<file path="src/rtl/pipeline_fetch_stage_pkg.sv">
// rtl/pipeline_fetch_stage_pkg.sv - shared SiMPLE pipeline constants for fetch and control
// Next-PC select codes, branch_status state encoding and the NOP word.
package pipeline_fetch_stage_pkg;

  localparam logic [1:0] CTL_PC_PC4     = 2'd0;
  localparam logic [1:0] CTL_PC_PC_IMM  = 2'd1;
  localparam logic [1:0] CTL_PC_RS1_IMM = 2'd2;
  localparam logic [1:0] CTL_PC_PC4_BR  = 2'd3;

  typedef enum logic [1:0] {
    BR_IDLE    = 2'b00,
    BR_RESOLVE = 2'b01,
    BR_DRAIN   = 2'b10,
    BR_UNUSED  = 2'b11
  } branch_status_e;

  localparam logic [31:0] INST_NOP = 32'h0000_0013;

  typedef struct packed {
    logic [31:0] inst;
    logic [31:0] pc;
    logic        valid;
  } if_id_t;

endpackage

</file>
<file path="src/rtl/pc_next_mux.sv">
// rtl/pc_next_mux.sv - next-PC select with alignment handling
// FETCH_MISALIGN_TRAP_EN: flag misaligned targets instead of clearing bits [1:0].
module pc_next_mux
  import pipeline_fetch_stage_pkg::*;
(
  input  logic [31:0] pc_i,
  input  logic [1:0]  sel_i,
  input  logic [31:0] pc_imm_target_i,
  input  logic [31:0] rs1_imm_target_i,
  output logic [31:0] next_pc_o,
  output logic        misaligned_o
);

  logic [31:0] raw_target;

  always_comb begin
    raw_target = pc_i + 32'd4;
    case (sel_i)
      CTL_PC_PC_IMM:  raw_target = pc_imm_target_i;
      CTL_PC_RS1_IMM: raw_target = rs1_imm_target_i;
      default:        raw_target = pc_i + 32'd4;
    endcase
  end

`ifdef FETCH_MISALIGN_TRAP_EN
  assign next_pc_o    = raw_target;
  assign misaligned_o = |raw_target[1:0];
`else
  assign next_pc_o    = raw_target & ~32'd3;
  assign misaligned_o = 1'b0;
`endif

endmodule

</file>
<file path="src/rtl/pipeline_fetch_stage.sv">
// rtl/pipeline_fetch_stage.sv - SiMPLE fetch stage: PC, IF/ID register, jump sequencing FSM
// FETCH_MISALIGN_TRAP_EN selects sticky misaligned-target trapping over silent alignment.
module pipeline_fetch_stage
  import pipeline_fetch_stage_pkg::*;
#(
  parameter logic [31:0] RESET_PC = 32'h0040_0000
) (
  input  logic        clock,
  input  logic        reset,
  input  logic        pc_write_enable,
  input  logic        no_stall,
  input  logic        jump_start,
  input  logic [1:0]  next_pc_select,
  input  logic [31:0] pc_imm_target,
  input  logic [31:0] rs1_imm_target,
  output logic [31:0] inst_mem_address,
  input  logic [31:0] inst_mem_read_data,
  output logic [31:0] if_id_inst,
  output logic [31:0] if_id_pc,
  output logic        if_id_valid,
  output logic [1:0]  branch_status,
  output logic        fetch_misaligned
);

  logic [31:0]    pc_q, pc_d;
  if_id_t         if_id_q, if_id_d;
  branch_status_e state_q, state_d;
  logic           misaligned_q, misaligned_d;
  logic [31:0]    next_pc;
  logic           target_misaligned;

  pc_next_mux u_pc_next_mux (
    .pc_i             (pc_q),
    .sel_i            (next_pc_select),
    .pc_imm_target_i  (pc_imm_target),
    .rs1_imm_target_i (rs1_imm_target),
    .next_pc_o        (next_pc),
    .misaligned_o     (target_misaligned)
  );

  // Once trapped, every PC write is dropped, including the offending one.
  always_comb begin
    pc_d         = pc_q;
    misaligned_d = misaligned_q;
    if (pc_write_enable) begin
      if (target_misaligned)
        misaligned_d = 1'b1;
      else if (!misaligned_q)
        pc_d = next_pc;
    end
  end

  always_comb begin
    if_id_d = if_id_q;
    if (no_stall) begin
      if (misaligned_q) begin
        if_id_d.inst  = INST_NOP;
        if_id_d.valid = 1'b0;
      end else begin
        if_id_d.inst  = inst_mem_read_data;
        if_id_d.valid = 1'b1;
      end
      if_id_d.pc = pc_q;
    end
  end

  always_ff @(posedge clock) begin
    if (reset) begin
      pc_q          <= RESET_PC;
      if_id_q.inst  <= INST_NOP;
      if_id_q.pc    <= RESET_PC;
      if_id_q.valid <= 1'b0;
      misaligned_q  <= 1'b0;
    end else begin
      pc_q         <= pc_d;
      if_id_q      <= if_id_d;
      misaligned_q <= misaligned_d;
    end
  end

  always_ff @(posedge clock) begin
    if (reset)
      state_q <= BR_IDLE;
    else
      state_q <= state_d;
  end

  // RESOLVE retries the target write until the PC is allowed to move.
  always_comb begin
    state_d = state_q;
    case (state_q)
      BR_IDLE:    if (jump_start) state_d = BR_RESOLVE;
      BR_RESOLVE: if (pc_write_enable) state_d = BR_DRAIN;
      BR_DRAIN:   if (no_stall) state_d = BR_IDLE;
      default:    state_d = BR_IDLE;
    endcase
  end

  always_comb begin
    branch_status    = state_q;
    inst_mem_address = pc_q;
    if_id_inst       = if_id_q.inst;
    if_id_pc         = if_id_q.pc;
    if_id_valid      = if_id_q.valid;
    fetch_misaligned = misaligned_q;
  end

endmodule

</file>
<file path="config.mk">
export PLATFORM = sky130hd
export DESIGN_NAME = pipeline_fetch_stage
export DESIGN_NICKNAME = d
export VERILOG_FILES = /design/src/rtl/pipeline_fetch_stage_pkg.sv /design/src/rtl/pc_next_mux.sv /design/src/rtl/pipeline_fetch_stage.sv
export SDC_FILE = /design/constraint.sdc
export NUM_CORES = 1
export LEC_CHECK = 0
export CORE_ASPECT_RATIO = 0.9
export CORE_MARGIN = 1
export CORE_UTILIZATION = 30
export DETAILED_ROUTE_END_ITERATION = 10
export GPL_TIMING_DRIVEN = 0
export PLACE_DENSITY = 0.59
export SYNTH_ARGS = -nofsm -noshare
export SYNTH_HDL_FRONTEND = slang
export SYNTH_SLANG_ARGS = --single-unit
export TNS_END_PERCENT = 1
</file>
<file path="constraint.sdc">
create_clock -name clock -period 2 [get_ports clock]
set_input_delay 0.3 -clock clock [delete_from_list [all_inputs] [get_ports clock]]
set_output_delay 0.3 -clock clock [all_outputs]
set_load 0.03 [all_outputs]
</file>
# Word-level counts from Yosys, hierarchy flattened
# Cells that the tools add are included.
# totals
inputBits,103
regBits,95
out_inout_bits,100
# op_classes
add_sub_neg,1
n_mux,5
n_eq_ne,7
n_reduce_logical,2
# ops
cell,n
case mux 32 bit (2 select lines),1
"adder 32 x 3 -> 32 bit, second input constant",1
two-way mux 2 bit,3
"!= test 2 bit, second input constant",3
case mux 2 bit (3 select lines),1
"== test 2 x 1 -> 1 bit, second input constant",2
"== test 2 bit, second input constant",2
AND reduction 3 bit,1
zero test 2 bit,1

# Longest topological paths before layout
# Gate-level depths: netlist of the first run.
# logic_depth
word_depth,3
mapped_depth,9

# By module
# A second synthesis of the first run with hierarchy kept.
# unflattened
hier_cells,581
hier_area_um2,5285.1
# by_module_without_submodules
module,area_per_inst_um2,seq_area_each_um2,cells_per_inst,instances
pipeline_fetch_stage,4078.9,2001.9,399,1
pc_next_mux,1206.2,0.0,182,1

# Worst setup path after synthesis of the first run
# OpenSTA, ideal clock, no wires.
# synth_timing
kind,register to register
from,register pc_q[4] (netlist: inst_mem_address[4])
to,register pc_q[28] (netlist: inst_mem_address[28])
n_path_buf,2
synth_period_minus_slack_ps,2037
path_slack_ps,-37
path_stages_with_launch,8
setup_time_ps,74
required_ps,1926
arrival_ps,1963
path_cell_list,dfxtp_1 -> clkbuf_2 -> and3_1 -> and3_2 -> clkbuf_2 -> nand2_2 -> or4_1 -> a31oi_1
# synth_via
elab_chain_len,2
# synth_rtl
item,line_no,rtl
start: declaration,pipeline_fetch_stage.sv:25,"logic [31:0] pc_q, pc_d;"
start signal: assignment,pipeline_fetch_stage.sv:75,pc_q <= pc_d;
adder 32 x 3 -> 32 bit,pc_next_mux.sv:21,default: raw_target = pc_i + 32'd4;
case mux 32 bit (2 select lines),pc_next_mux.sv:18,case (sel_i)
# Every way passes these cells.
# A chain may end at the register's enable or synchronous reset.

# Worst setup path after layout of the first run
# layout_timing
from,input next_pc_select[0]
to,register pc_q[14] (netlist: inst_mem_address[14])
# layout_via
elab_chain_len,2
# layout_rtl
item,line_no,rtl
start: declaration,pipeline_fetch_stage.sv:13,"input logic [1:0] next_pc_select,"
== test 2 bit / == test 2 x 1 -> 1 bit (equally long branches),pc_next_mux.sv:18,
case mux 32 bit (2 select lines) (*),pc_next_mux.sv:18,
# Mark *: on every way between the ends. The rest lies on a longest branch, timed or not.

==> metrics.cfg, run 1 <==
[synth]
yosys_warnings = 0
yosys_most_used_dff = dfxtp_1
ys_seq_elements = 95
synth_area_leaders = dfxtp_1, mux2i_1, nor2_1, a21oi_1, a22oi_1
synth_largest_area_cell = dfxtp_1
synth_area_um2 = 4490
avgSynthCellArea_um2 = 8.83
ys_async_sr_fraction_pct = 0
synthesis.instances = 509
ys_seq_area_share_pct = 42.3
yosys.area.top_type_share_pct = 42.3
synth_edf_count = 0
synth_cell_type_count = 58

[final_layout]
final_cell_mix = clkdlybuf4s50_1, nor2_1, dfxtp_1
num-nets-final = 822
finalCoreUtilization_pct = 48.5
fillCellCount = 1390
layout_commonest_cell = clkdlybuf4s50_1
syn_to_final_growth_pct = 58.4
postLayoutCellArea_um2 = 7120
final_cells = 919
drive_above_1_share_pct = 10.4
diodes = 0

[worst_setup_path]
path_cells = clkdlybuf4s50_1 -> inv_1 -> ha_1 -> buf_4 -> buf_1 -> nor2_1 -> a41oi_1 -> o32ai_1
crit_type = in -> reg
max_stage_delay_ns = 0.53
cp_max_fo = 10
cp-start-kind = input port
cp_num_buf_inv = 4
end_kind = flop
critical_path.top_delay_family = buffers and inverters
timing.rr.start = inst_mem_address[7]
crit_start = next_pc_select[0]
worstPathRequired_ns = 2.22
cp.arrival_ns = 2.21
slowest_stage = buf_1

[timing]
hold_ws_ns = 0.282
rsz0062_at_grt = yes
hold_viol = 0
finalCritPeriodShare_pct = 99.4
fin_tns_setup_ns = 0
setup-violations-final = 0
tightest_slew_ns = 0.752
fin_skew_ns = 0.00608
max_freq_ghz = 0.503
fin_crit_ns = 1.99
relSlewSlack_pct = 49.8
drv_slew = 0
worst_slack_ns = 0.0112

[clock_network]
postCtsHoldBufs = 0
root_buffer = clkbuf_16
cts_sinks = 95
cts.path.max_buffers = 2
cts_htree_levels = 3
cts_tree = done
cts_buffers = 9
clk_pin_slew_worst_paths_ns = 0.07
clk_latency_ns = 0.35

[place]
placedCellCount = 903
place_ws_ns = -0.614
placed_cell_area_um2 = 6690
dpl.hpwl_mm = 12.5
port_buffers = 192
gp_congestion = 0.893

[drt]
ant_nets = 0
dr.pass1.iters = 5
post_drt_wl_per_cell_um = 18.5
drc = 0
drtIter0Drc = 376
routed_wl_mm = 17.0
vias = 4798
vias_per_cell = 5.22

[pwr]
power_frac_seq_pct = 40.0
leakage_nw = 2.72
p_total_mw = 5.27
combinationalPowerShare_pct = 21.8
ir_drop_uv = 514
internal_power_mw = 3.79
netSwitchingPower_mw = 1.48
powerDensity_nw_per_um2 = 740
swShare_pct = 28.0
p_clk_share_pct = 38.2

[die]
rows = 42
die_width_um = 131
initial_core_util_pct = 30.7
num_io_pins = 203
core_area_um2 = 14700
die_y_um = 118
die-area_um2 = 15500

[global_route]
grt_max_degree = 16
antenna_found_initial = 0
grt_use_total_pct = 22.6
gr-total-overflow = 0
first_global_vias = 4736
grt_pass1_wl_mm = 26.1

[outcome]
status = finished, final reports clean

[job]
maxCapViolCount = 0

[min_path]
min_from = reset
hold_class = in -> reg

-- repair_timing --
| action | 4_1_cts | 5_1_grt |
|---|---|---|
| gates resized for setup | 11 | 31 |
| pin swaps | 1 | 1 |
| endpoints found under the setup margin | 78 | 30 |
| setup buffers | 0 | 1 |
| endpoints found under the hold margin | 0 | 0 |
-- kinds of logic (layout without fill, tap and decap cells) --
kind of cell,Yosys count,after routing,synth area share [%]
flops,95,95,42.3
compound gates,117,117,18.5
fa+ha+maj,3,3,0.835
other cells,1,5,0.0834
buf+inv,52,260,5.90
simple gates,181,181,19.0
mux,60,60,13.4
-- cell usage after synthesis (2+ instances only) --
master / instances
a221o_1: 5
nor2b_1: 4
nand2_1: 19
nand3_1: 18
a22oi_1: 14
a221oi_1: 12
clkbuf_1: 17
nor3_1: 9
or4_1: 2
nor2_1: 91
nor4_1: 8
and2_1: 3
a211o_1: 4
o31ai_1: 5
and3_1: 5
inv_1: 7
buf_6: 2
a41oi_1: 2
a31oi_1: 6
and3_2: 2
dfxtp_1: 95
a21oi_1: 26
buf_1: 15
a22o_1: 3
a21o_1: 2
ha_1: 3
nand4_1: 9
a211oi_1: 6
clkbuf_8: 3
clkbuf_2: 2
o211ai_1: 2
mux2i_1: 60
o21ai_0: 16
buf_4: 6
nand3b_1: 2
o32ai_1: 2
-- registers in the layout (all words and copies together), names as in the netlist --
| name | flops |
|---|---|
| if_id_inst | 32 |
| branch_status | 2 |
| inst_mem_address | 30 |
| if_id_valid | 1 |
| if_id_pc | 30 |
-- tightest hold or removal path, delay by kind of cell --
family,cells,cell delay [ns]
AOI/OAI and AO/OA,1,0.04
buffers and inverters,1,0.09
and+or+nand+nor,1,0.16
-- routing by layer --
layer | vias up | share of wire, % | GRT usage, %
li1 | 2266 | - | -
met3 | 13 | 9.1 | 6.64
met1 | 2292 | 44 | 30.8
met4 | 0 | 1.1 | 6.11
met5 | - | 0 | 0
met2 | 227 | 46 | 34.5
-- final timing paths --
| check | to | slack, ns | depth (start not counted) |
|---|---|---|---|
| max reg2reg | inst_mem_address[23] | 0.05 | 5 |
| min | inst_mem_address[21] | 0.28 | 3 |
| min reg2reg | if_id_valid | 0.47 | 2 |
| max | inst_mem_address[14] | 0.01 | 8 |
-- power groups by stage --
stage / Sequential (mW) / Clock [mW] / Combinational (mW)
after floorplan: 2.32 / 0 / 0.401
after global placement: 2.14 / 0 / 1.12
after detailed placement: 2.14 / 0 / 1.14
after CTS: 2.10 / 2.06 / 1.14
after global routing: 2.12 / 2.13 / 1.23
final: 2.11 / 2.01 / 1.15
-- area by class of cell --
type / instances / area, µm² / share of cell area, %
clock inverters: 6 / 108 / 1.51
multi-input cells: 366 / 2390 / 33.6
well taps: 198 / 248 / 3.48
flip-flops and latches: 95 / 1910 / 26.9
plain buffers: 44 / 263 / 3.69
repair buffers: 193 / 1930 / 27.1
clock buffers: 10 / 239 / 3.36
inverters: 7 / 26.3 / 0.369
Note: power is estimated with default switching activity, not from simulation.
==> inputs of run 2 (changes only) <==
--- a/config.mk
+++ b/config.mk
@@ -8,6 +8,7 @@
 export CORE_ASPECT_RATIO = 0.9
 export CORE_MARGIN = 1
 export CORE_UTILIZATION = 30
+export CTS_BUF_LIST = sky130_fd_sc_hd__clkbuf_4
 export DETAILED_ROUTE_END_ITERATION = 10
 export GPL_TIMING_DRIVEN = 0
 export PLACE_DENSITY = 0.59
==> run 2 against run 1 <==
Against the previous run: sequential cell count did not move; total power decreased by 14%; worst hold slack got worse by 0.16 ns; register-to-register slack better by 0.04 ns; critical endpoint is now inst_mem_address[6]; largest cell class unchanged; highest routed layer unchanged.
==> metrics.cfg, run 2 (synthesized netlist as in run 1, its figures left out) <==
[worst_setup_path]
timing.rr.end = inst_mem_address[28]
cp-endpoint = inst_mem_address[6]
cp.depth = 1  ; -7
path_cells = clkdlybuf4s50_1
critical_path.top_delay_family = buffers and inverters
slowest_stage = clkdlybuf4s50_1
max_stage_delay_ns = 0.73  ; +0.20 ns
end_kind = output pin
worstPathRequired_ns = 1.70  ; -0.52 ns
timing.rr.start = inst_mem_address[2]
cp.arrival_ns = 1.66  ; -0.55 ns
cp_num_buf_inv = 1  ; -3
cp_max_fo = 5  ; -5
worst-r2r-setup-slack_ns = 0.09  ; +0.04 ns
crit_start = inst_mem_address[6]
cp-start-kind = flop
crit_type = reg -> out
r2r_cells = 5  ; unchanged

[global_route]
antenna_found_initial = 0  ; unchanged
first_global_vias = 4677  ; -1.2%
grt_max_degree = 16  ; unchanged
grt_pass1_wl_mm = 25.9  ; -0.71%
gr-total-overflow = 0  ; unchanged
grt_use_total_pct = 22.4  ; -0.19 points

[timing]
max_freq_ghz = 0.510  ; +1.4%
drv_slew = 0  ; unchanged
hold_viol = 0  ; unchanged
rsz0062_at_grt = yes
fin_tns_setup_ns = 0  ; unchanged
setup-violations-final = 0  ; unchanged
fin_crit_ns = 1.96  ; -0.0284 ns
fin_skew_ns = 0.0181  ; +0.0120 ns
tightest_slew_ns = 0.764  ; +0.0114 ns
finalCritPeriodShare_pct = 98.0  ; -1.4 points
relSlewSlack_pct = 49.1  ; -0.76 points

[die]
num_io_pins = 203  ; unchanged
rows = 42  ; unchanged
die_width_um = 131  ; unchanged
die-area_um2 = 15500  ; unchanged
core_area_um2 = 14700  ; unchanged
die_y_um = 118  ; unchanged
initial_core_util_pct = 30.7  ; unchanged

[final_layout]
final_cell_mix = clkdlybuf4s50_1, nor2_1, dfxtp_1
layout_commonest_cell = clkdlybuf4s50_1
num-nets-final = 821  ; -0.12%
largest_reg_flops = 32  ; unchanged
syn_to_final_growth_pct = 54.0
drive_above_1_share_pct = 8.75  ; -1.7 points
fillCellCount = 1418  ; +2.0%

[place]
gp_congestion = 0.893  ; unchanged
dpl.hpwl_mm = 12.5  ; unchanged
port_buffers = 192  ; unchanged

[job]
maxCapViolCount = 0  ; unchanged

[clock_network]
root_buffer = clkbuf_4
cts_tree = done
cts_htree_levels = 3  ; unchanged
cts.path.max_buffers = 2  ; unchanged
cts_buffers = 9  ; unchanged
postCtsHoldBufs = 0  ; unchanged
cts_sinks = 95  ; unchanged
clk_pin_slew_worst_paths_ns = 0.15  ; +0.08 ns
clk_latency_ns = 0.49  ; +0.14 ns

[pwr]
p_total_mw = 4.55  ; -14%
powerDensity_nw_per_um2 = 657  ; -11%
ir_drop_uv = 380  ; -26%
leakage_nw = 2.78  ; +2.3%

[drt]
drtIter0Drc = 402  ; +6.9%
post_drt_wl_per_cell_um = 18.5  ; about the same
drc = 0  ; unchanged
ant_nets = 0  ; unchanged
vias = 4839  ; +0.85%
dr.pass1.iters = 5  ; unchanged
routed_wl_mm = 17.0  ; about the same
vias_per_cell = 5.27  ; +0.85%

[min_path]
hold_class = in -> reg
min_from = reset

[outcome]
status = finished, final reports clean

## run 2: cell count changes in the layout (fill, tap and decap cells not counted), moves of 7 or more
cell / before / now
clkbuf_2: 10 / 3
dlymetal6s2s_1: 0 / 7
clkdlybuf4s50_1: 192 / 171
dlygate4sd2_1: 0 / 14
clkbuf_16: 9 / 0
## run 2: worst register-to-register path: stages, from the launching register on
cell     delay, ns
dfxtp_2       0.46
ha_1          0.30
and3_4        0.28
nand2_2       0.11
or4_1         0.51
a31oi_1       0.19
## run 2: worst min-delay path by stage
stage / slack, ns / depth (start not counted) / end
floorplan: 0.42 / 1 / if_id_inst[0]
global placement: 0.45 / 2 / if_id_valid
detailed placement: 0.46 / 2 / if_id_valid
CTS: 0.09 / 3 / inst_mem_address[21]
global route: 0.11 / 3 / inst_mem_address[21]
finish: 0.12 / 3 / inst_mem_address[21]
## run 2: metal layers
metal / global-route usage, % / up-vias / wire length, µm
li1: - / 2264 / -
met5: 0 / - / 0
met1: 31.0 / 2343 / 7430
met4: 5.17 / 0 / 186
met2: 34.2 / 221 / 7750
met3: 6.45 / 11 / 1610
## run 2: what timing repair did
item	in CTS	in global routing
setup buffers	1	0
pin swaps	1	0
setup endpoints to repair	58	30
cloned	0	0
gates resized for setup	18	25
## run 2: metrics by stage
stage          hold WS, ns  area [µm²]  utilization (%)  instances  worst slack (ns)
2_1_floorplan        0.422        4520                -        513           0.00613
3_3_place_gp         0.449        6690             45.6        903            -0.601
3_5_place_dp         0.458        6690             45.6        903            -0.614
4_1_cts             0.0866        6860             46.8        920           -0.0424
5_1_grt              0.111        6920             47.2        918           -0.0462
6_report             0.117        6920             47.2        919            0.0396
## run 2: where the power goes
part | internal, mW | leakage (nW) | switching (mW) | total [mW]
Sequential | 2.00 | 0.783 | 0.107 | 2.11
Combinational | 0.524 | 1.91 | 0.607 | 1.13
Clock | 0.624 | 0.0933 | 0.688 | 1.31
## run 2: cell type report
cell class,instances,area [µm²],share of cell area [%]
tap,198,248,3.58
sequential,95,1910,27.7
timing repair buffer,193,1930,27.9
multi-input combinational,366,2390,34.5
antenna,1,2.50,0.0362
buffer,43,236,3.42
inverter,7,26.3,0.380
clock inverter,7,111,1.61
clock buffer,9,67.6,0.976
==> inputs of run 3 (changes only) <==
--- a/config.mk
+++ b/config.mk
@@ -7,11 +7,12 @@
 export LEC_CHECK = 0
 export CORE_ASPECT_RATIO = 0.9
 export CORE_MARGIN = 1
-export CORE_UTILIZATION = 30
+export CORE_UTILIZATION = 40
 export CTS_BUF_LIST = sky130_fd_sc_hd__clkbuf_4
+export CTS_CLUSTER_SIZE = 8
 export DETAILED_ROUTE_END_ITERATION = 10
 export GPL_TIMING_DRIVEN = 0
-export PLACE_DENSITY = 0.59
+export PLACE_DENSITY = 0.75
 export SYNTH_ARGS = -nofsm -noshare
 export SYNTH_HDL_FRONTEND = slang
 export SYNTH_SLANG_ARGS = --single-unit
==> run 3 against run 2 <==
Against the previous run: non-clock buffer count is 2 higher; clock skew is 0.0041 ns higher; clock-buffer cell count stayed put; largest power group unchanged; fmax hardly changed; via count is 1.3% higher; worst setup slack better by 0.00071 ns; sequential cell count stayed put; critical path type unchanged; cell area is 0.49% lower; sequential share of layout area is 0.17 points higher; wire length is 5.6% lower; final cell count is 4.9% lower; register-to-register slack worse by 0.02 ns.
==> metrics.cfg, run 3 (synthesized netlist as in run 1, its figures left out) <==
[die]
core_area_um2 = 10900  ; -26%
rows = 36  ; -14%
die_width_um = 114  ; -13%
die_y_um = 103  ; -13%
die-area_um2 = 11700  ; -25%
num_io_pins = 203  ; unchanged
initial_core_util_pct = 41.2  ; +11 points

[timing]
setup-violations-final = 0  ; unchanged
fin_crit_ns = 1.96  ; -0.000707 ns
hold_viol = 0  ; unchanged
drv_slew = 0  ; unchanged
rsz0062_at_grt = no
fin_tns_setup_ns = 0  ; unchanged
finalCritPeriodShare_pct = 98.0  ; about the same
max_freq_ghz = 0.510  ; about the same
tightest_slew_ns = 0.781  ; +0.0168 ns
fin_skew_ns = 0.0222  ; +0.00408 ns
relSlewSlack_pct = 48.0  ; -1.1 points

[clock_network]
cts.path.max_buffers = 2  ; unchanged
cts_buffers = 9  ; unchanged
clk_latency_ns = 0.48  ; about the same
cts_sinks = 95  ; unchanged
cts_htree_levels = 3  ; unchanged
clk_pin_slew_worst_paths_ns = 0.16  ; about the same
root_buffer = clkbuf_4
cts_tree = done

[min_path]
worstHoldPathCells = 3  ; unchanged
min_from = reset
hold_class = in -> reg

[final_layout]
drive_above_1_share_pct = 9.70  ; +0.95 points
syn_to_final_growth_pct = 53.3
largest_reg_flops = 32  ; unchanged
num-nets-final = 823  ; +0.24%
finalCoreUtilization_pct = 63.2  ; +16 points
final_cell_mix = clkdlybuf4s50_1, nor2_1, dfxtp_1
postLayoutCellArea_um2 = 6890  ; -0.49%
diodes = 0  ; -1
final_cells = 874  ; -4.9%
layout_commonest_cell = clkdlybuf4s50_1

[pwr]
p_clk_share_pct = 26.6  ; -2.2 points
swShare_pct = 31.3  ; +0.49 points
p_total_mw = 4.41  ; -3.1%
powerDensity_nw_per_um2 = 640  ; -2.6%
netSwitchingPower_mw = 1.38  ; -1.5%
internal_power_mw = 3.03  ; -3.7%
power_frac_seq_pct = 47.7  ; +1.4 points
combinationalPowerShare_pct = 25.7  ; +0.8 points
ir_drop_uv = 514  ; +35%
leakage_nw = 2.80  ; +0.68%

[worst_setup_path]
critical_path.top_delay_family = buffers and inverters
timing.rr.start = inst_mem_address[6]
worstPathRequired_ns = 1.70  ; about the same
cp_max_fo = 5  ; unchanged
r2r_cells = 6  ; +1
slowest_stage = clkdlybuf4s50_1
cp_num_buf_inv = 1  ; unchanged
cp.depth = 1  ; unchanged
cp.arrival_ns = 1.66  ; about the same
max_stage_delay_ns = 0.71  ; -0.02 ns
crit_type = reg -> out
end_kind = output pin
cp-start-kind = flop
path_cells = clkdlybuf4s50_1
crit_start = inst_mem_address[6]

[global_route]
antenna_found_initial = 0  ; unchanged
grt_use_total_pct = 27.2  ; +4.8 points
first_global_vias = 4658  ; -0.41%
gr-total-overflow = 0  ; unchanged
grt_pass1_wl_mm = 24.3  ; -6.2%
grt_max_degree = 16  ; unchanged

[place]
placedCellCount = 857  ; -5.1%
placed_cell_area_um2 = 6630  ; -0.86%
dpl.hpwl_mm = 11.8  ; -5.6%
gp_congestion = 0.932  ; +4.4%
port_buffers = 192  ; unchanged

[drt]
routed_wl_mm = 16.0  ; -5.6%
drc = 0  ; unchanged
vias = 4902  ; +1.3%
dr.pass1.iters = 5  ; unchanged
vias_per_cell = 5.61  ; +6.5%
post_drt_wl_per_cell_um = 18.3  ; -0.76%
drtIter0Drc = 398  ; -1.0%
ant_nets = 0  ; unchanged

[outcome]
status = finished, final reports clean

[job]
maxCapViolCount = 0  ; unchanged

-- run 3: cell count changes in the layout (fill, tap and decap cells not counted), moves of 2 or more --
cell and change:
buf_1 -4, buf_4 +2, clkbuf_2 +3, clkdlybuf4s50_1 +8
dfxtp_1 -2, dfxtp_2 +2, dlygate4sd2_1 -10, dlymetal6s2s_1 +2
-- run 3: worst paths after layout --
| path | to | slack [ns] |
|---|---|---|
| worst max-delay path | inst_mem_address[6] | 0.04 |
| worst min-delay path | inst_mem_address[21] | 0.14 |
| worst max register to register | inst_mem_address[28] | 0.07 |
| worst min register to register | if_id_valid | 0.48 |
-- run 3: layer usage --
layer / vias to the layer above / part of all wire (%) / global-route usage, %
met2: 297 / 46 / 43.6
met3: 34 / 10 / 7.64
li1: 2276 / - / -
met4: 0 / 2.0 / 9.21
met5: - / 0 / 0
met1: 2295 / 42 / 35.4
-- run 3: tightest hold or removal path: stages --
cell and delay, ns:
buf_6 0.09, a21oi_1 0.03, and3_1 0.14
-- run 3: power groups by stage --
stage                     Sequential, mW  Clock, mW  Combinational, mW
after floorplan                     2.32          0              0.401
after global placement              2.13          0               1.11
after detailed placement            2.14          0               1.12
after CTS                           2.10       1.18               1.13
after global routing                2.12       1.27               1.20
final                               2.10       1.17               1.14
-- run 3: cell type report --
type | instances | area, µm²
sequential | 95 | 1920
multi-input combinational | 366 | 2400
timing repair buffer | 193 | 1950
buffer | 45 | 256
clock inverter | 7 | 87.6
clock buffer | 9 | 67.6
tap | 152 | 190
fill | 964 | 4010
inverter | 7 | 26.3
-- run 3: stage by stage --
stage / setup slack (ns) / hold WS, ns
finish: 0.0403 / 0.138
floorplan: 0.00613 / 0.422
global placement: -0.537 / 0.449
global route: 0.00502 / 0.123
detailed placement: -0.554 / 0.462
CTS: 0.00173 / 0.133
-- run 3: repair_timing --
item	CTS	global route
hold buffers	0	0
hold endpoints to repair	0	0
resized for setup	14	33
gates cloned	0	0
pin swaps	1	0
setup endpoints to repair	50	44
setup buffers	1	0
